<file path="config.mk">
export PLATFORM = sky130hd
export DESIGN_NAME = interrupt_controller
export DESIGN_NICKNAME = d
export VERILOG_FILES = /design/src/rtl/interrupt_controller.sv
export SDC_FILE = /design/constraint.sdc
export NUM_CORES = 1
export LEC_CHECK = 0
export CAP_MARGIN = 10
export CORE_MARGIN = 5
export CORE_UTILIZATION = 40
export DETAILED_ROUTE_END_ITERATION = 8
export DONT_BUFFER_PORTS = 1
export PLACE_DENSITY = 0.65
export REMOVE_ABC_BUFFERS = 1
export SETUP_SLACK_MARGIN = 0.15
export SYNTH_ARGS = -nofsm -noshare
export SYNTH_HDL_FRONTEND = slang
export SYNTH_SLANG_ARGS = --single-unit
</file>
<file path="constraint.sdc">
create_clock -name clk -period 1.6 [get_ports clk]
set_clock_uncertainty 0.05 [all_clocks]
set_input_delay 0.24 -clock clk [delete_from_list [all_inputs] [get_ports clk]]
set_output_delay 0.24 -clock clk [all_outputs]
set_load 0.02 [all_outputs]
</file>
<file path="src/rtl/interrupt_controller.sv">
// Interrupt front-end for the single-cycle MIPS core: synchronises three lines,
// latches rising edges, applies mask and fixed priority, and tracks one handler via IDLE/SERVICE.
module interrupt_controller #(
    parameter logic [31:0] ENTRY1 = 32'h0000_0000,
    parameter logic [31:0] ENTRY2 = 32'h0000_0000,
    parameter logic [31:0] ENTRY3 = 32'h0000_0000
) (
    input  logic        clk,
    input  logic        rst,
    input  logic [2:0]  irq_in,
    input  logic        mask_we,
    input  logic [2:0]  mask_din,
    input  logic [31:0] pc_next,
    input  logic        irq_ack,
    input  logic        eret,
    output logic        irq_req,
    output logic [31:0] irq_vector,
    output logic [31:0] epc,
    output logic [2:0]  cause,
    output logic        in_service,
    output logic [2:0]  pending,
    output logic [2:0]  mask
);
    // Handshake: irq_req is offered only in IDLE; the core takes it by raising
    // irq_ack in the same cycle (accept = irq_ack & irq_req). SERVICE ends on eret.
    localparam logic [0:0] IDLE    = 1'b0;
    localparam logic [0:0] SERVICE = 1'b1;

    logic [0:0] state;
    logic [2:0] sync1;
    logic [2:0] sync2;
    logic [2:0] hist;
    logic [2:0] edges;
    logic [2:0] eligible;
    logic [2:0] winner;
    logic [2:0] clr;
    logic       accept;

    assign edges      = sync2 & ~hist;
    assign eligible   = pending & ~mask;
    assign in_service = (state == SERVICE);
    assign irq_req    = (state == IDLE) && (|eligible);
    assign accept     = irq_ack & irq_req;
    assign clr        = accept ? winner : 3'b000;

    always_comb begin
        winner     = 3'b000;
        irq_vector = ENTRY3;
        if (eligible[2]) begin
            winner     = 3'b100;
            irq_vector = ENTRY1;
        end else if (eligible[1]) begin
            winner     = 3'b010;
            irq_vector = ENTRY2;
        end else if (eligible[0]) begin
            winner     = 3'b001;
            irq_vector = ENTRY3;
        end
    end

    always_ff @(posedge clk or posedge rst) begin
        if (rst) begin
            sync1 <= 3'b000;
            sync2 <= 3'b000;
            hist  <= 3'b000;
        end else begin
            sync1 <= irq_in;
            sync2 <= sync1;
            hist  <= sync2;
        end
    end

    // A fresh edge in the accept cycle wins over the clear so it is not lost.
    always_ff @(posedge clk or posedge rst) begin
        if (rst) begin
            pending <= 3'b000;
        end else begin
            pending <= (pending & ~clr) | edges;
        end
    end

    always_ff @(posedge clk or posedge rst) begin
        if (rst) begin
            mask <= 3'b000;
        end else if (mask_we) begin
            mask <= mask_din;
        end
    end

    always_ff @(posedge clk or posedge rst) begin
        if (rst) begin
            state <= IDLE;
            epc   <= 32'h0;
            cause <= 3'b000;
        end else begin
            case (state)
                IDLE: begin
                    if (accept) begin
                        epc   <= pc_next;
                        cause <= winner;
                        state <= SERVICE;
                    end
                end
                SERVICE: begin
                    if (eret) begin
                        cause <= 3'b000;
                        state <= IDLE;
                    end
                end
                default: state <= IDLE;
            endcase
        end
    end
endmodule

</file>
* Word level (Yosys, flattened, before mapping)
Cells that the tools add are included.
Storage, ports and cells: word-level logic and storage cells 33, input bits 43, output and inout bits 75, flip-flop bits (word level) 51, latch bits 0, memories kept 0, memory bits (read-only) 0, RAM bits 0
Operators by class: add/subtract/negate cells 0, multiplexer cells 10, eq/ne operators 2, reductions and logical operators 4, divide/modulo/power cells 0, shifts and indexed selects 0, bitwise gates (word level) 9, $lt $le $gt $ge 0, multiply operators 0
Operator list (count):
- two-way mux 3 bit | 4
- AND 3 bit | 3
- NOT 3 bit | 3
- one-hot mux 3 bit (2 select lines) | 1
- inequality test 2 bit, second input constant | 2
- AND reduction 2 bit | 2
- two-way mux 1 bit | 3
- bitwise OR 3 bit | 1
- OR reduction 3 bit | 1
- two-way mux 2 bit | 1
- one-hot mux 1 bit (2 select lines) | 1
- AND 1 bit | 1
- logical AND 1 bit | 1
- NOT 1 bit | 1

* Longest topological paths before layout
word-level depth 9, gate-level depth with buffers 5, gate-level depth less buffers 3

* Least setup slack after synthesis
OpenSTA, ideal clock, no wires.
kind register to register, start point register pending[2], end point register epc[0], setup time 0.125 ns, required time 1.425 ns, buffers on the path 2, clock period less this slack 1.768 ns, setup slack -0.168 ns, cell stages (with the launch flop) 6, arrival 1.593 ns, path through dfrtp_1 -> nor2b_2 -> buf_6 -> o31a_4 -> buf_12 -> mux2_4
On the way: cells in the longest elaborated chain, start to end 5
Ends and longest elaborated chain:
- from (decl) | line 21 | output logic [2:0] pending,
- from (signal assigned) | line 78 | pending <= (pending & ~clr) | edges;
- AND 3 bit | line 40 | assign eligible = pending & ~mask;
- OR reduction 3 bit | line 42 | assign irq_req = (state == IDLE) && (|eligible);
- logical AND 1 bit | line 42
- AND 1 bit | line 43 | assign accept = irq_ack & irq_req;
- AND reduction 2 bit (no source line)
- to (signal assigned) | line 99 | epc <= pc_next;
- to (decl) | line 18 | output logic [31:0] epc,
Every way passes these cells. A chain may end at the register's enable or synchronous reset.

* Worst setup path after layout
start point register pending[2], end point output port irq_req
On the way: cells in the longest elaborated chain, start to end 3
Ends and longest elaborated chain:
- AND 3 bit | line 40
- OR reduction 3 bit | line 42
- logical AND 1 bit | line 42
- to (decl) | line 16 | output logic irq_req,
Every way passes these cells.

==> qor.yml <==
outcome: "complete, but fails checks"
violations: "negative setup slack"
grt_pass1_vias: 1243
crit_arrival_ns: 1.37
swShare: 0.376
layout_commonest_cell: "dfrtp_1"
power_density_nw_per_um2: 1720
grt.overflow.total: 0
cp-end-kind: "output port"
ys_types: 27
p_leak_nw: 1.24
io_pins: 118
dr.pass1.iters: 2
fill_cells: 483
startpoint_type: "register"
finalSetupTns_ns: -0.437
setup_violations: 29
port_buffers: 0
grt_pass1_wl_um: 6420
worstPathCellList: "nor2b_4 > buf_6 > nor3_4 > nor2_1 > buf_4"
fin_crit_sh: 1.03
dp_hpwl_um: 3110
wirelength_um: 4320
vias: 1170
finalHoldViolations: 0
coreArea_um2: 5570
clkSinkCount: 51
gp_congestion: 0.715
die_w_um: 86.0
numCtsBuffers: 5
cts-htree-levels: 2
period_needed_ns: 1.66
syn2layout_area_growth_pct: 11.7
finalNonFillerCells: 253
grtUsageTotal: 0.111
p_seq_frac: 0.563
timing.hold.ws_ns: 0.0315
die-height_um: 86.0
cp_slowest_cell: "dfrtp_1"
rsz0062_at_grt: "yes"
maxCapViolations: 0
wl_per_cell_um: 17.1
p_comb_frac: 0.274
mappedNetlistArea_um2: 2310
synth-seq-area-share: 0.553
viasPerCell: 4.62
synthCells: 155
drtAntennaViolNets: 0
min_path_type: "in -> reg"
grt_max_degree: 34
multi_input_area_um2: 850
nNetsFinal: 223
first_iter_violations: 26
required_ns: 1.31
drc: 0
p_int_w: 0.00276
maxClockFrequency_mhz: 604
tritoncts: "done"
final_cell_mix: "dfrtp_1, mux2_4, conb_1"
syn_area_per_cell_um2: 14.9
placed_cells: 237
final_core_util: 0.462
regArea_um2: 1280
p_sw_w: 0.00167
clockRootBuffer: "clkbuf_8"
insertion_delay_ns: 0.29
ys_warn_count: 0
core.rowCount: 27
criticalPathCategory: "reg -> out"
clk_pin_slew_ns: 0.09
cp_slowest_stage_delay_ns: 0.40
dieArea_um2: 7390
vdd_drop_max_v: 0.000737
worstPathMaxFanout: 7
ys_ff_latch: 51
clockBufferDepth: 2
antenna_cells: 0
drive_gt1_frac: 0.381
start_util: 0.414
antenna_found_initial: 0
setup_ws_ns: -0.0559
p_clk_frac: 0.163
final-max-slew-violation-count: 0
-- registers in the layout (all words and copies together) (netlist names) --
name,cells
sync1,3
hist,3
in_service,1
cause,3
epc,32
mask,3
sync2,3
pending,3
-- Yosys cell counts --
library cell	number	area, um2
inv_1	5	18.8
buf_6	1	11.3
conb_1	1	3.75
mux2_4	30	450
buf_4	32	240
nand2_1	1	3.75
nor2_1	2	7.51
o31a_2	1	10.0
nand2b_1	2	12.5
o31a_4	1	17.5
o41ai_1	1	8.76
buf_12	3	60.1
and2b_2	1	8.76
a21oi_1	1	5.00
a32o_1	1	10.0
o21ai_0	5	25.0
o211a_1	1	10.0
mux2_2	5	56.3
nand3b_1	1	7.51
dfrtp_1	51	1280
nor2b_2	1	8.76
and3b_2	1	10.0
nor3_1	1	5.00
nor2b_1	2	12.5
o31ai_1	2	15.0
o22ai_1	1	6.26
o21a_1	1	7.51
-- worst max-delay path, delay by kind of cell (launching register included) --
family        cells  cell delay (ns)
flops             1             0.40
simple gates      3             0.38
buf+inv           2             0.28
-- routing by layer --
metal / vias to the layer above / GRT usage / wire [um]
li1: 508 / - / -
met3: 8 / 0.0500 / 535
met4: 0 / 0.0388 / 47
met2: 78 / 0.175 / 2100
met1: 576 / 0.134 / 1640
met5: - / 0 / 0
-- cell families (layout without fill, tap and decap cells) --
group / Yosys count / count (layout) / share of synthesized area
flops: 51 / 51 / 0.553
mux: 35 / 35 / 0.220
buf+inv: 41 / 36 / 0.143
simple gates: 12 / 12 / 0.0331
compound gates: 15 / 15 / 0.0499
other cells: 1 / 32 / 0.00162
-- final cells by class --
cell class	count	share of cell area
Inverter	5	0.00728
Timing Repair Buffer	23	0.0990
Clock buffer	5	0.0267
Multi-Input combinational cell	94	0.330
Clock inverter	3	0.00728
Tap cell	72	0.0350
Sequential cell	51	0.495
-- metrics by stage --
step	total power [W]	setup slack, ns	cell area (um2)
6_report	0.00443	-0.0559	2580
3_5_place_dp	0.00363	0.0165	2350
5_1_grt	0.00465	-0.127	2580
2_1_floorplan	0.00329	-0.218	2110
4_1_cts	0.00444	-0.0508	2540
3_3_place_gp	0.00360	0.0342	2350
-- power by group through the flow --
stage | clock network (W) | logic [W] | registers [W]
after floorplan | 0 | 0.000830 | 0.00246
after global placement | 0 | 0.00108 | 0.00252
after CTS | 0.000763 | 0.00117 | 0.00251
final | 0.000721 | 0.00121 | 0.00249
after detailed placement | 0 | 0.00113 | 0.00250
after global routing | 0.000807 | 0.00129 | 0.00256
-- worst paths after layout --
check	start	endpoint	slack [ns]	cells after the start
max in group asynchronous	rst	epc[28]	0.65	3
worst min-delay path	pc_next[17]	epc[17]	0.03	1
min in group asynchronous	rst	epc[27]	0.34	2
worst max-delay path	pending[2]	irq_req	-0.06	5
worst max register to register	mask[1]	epc[28]	-0.02	4
worst min register to register	sync1[2]	sync2[2]	0.30	0
-- timing repair --
item	4_1_cts	5_1_grt
setup endpoints to repair	33	35
hold buffers	5	0
pin swaps	1	0
gates resized for setup	9	1
setup buffers	1	0
cloned	0	2
hold endpoints to repair	22	0
(Power assumes the default switching activity.)
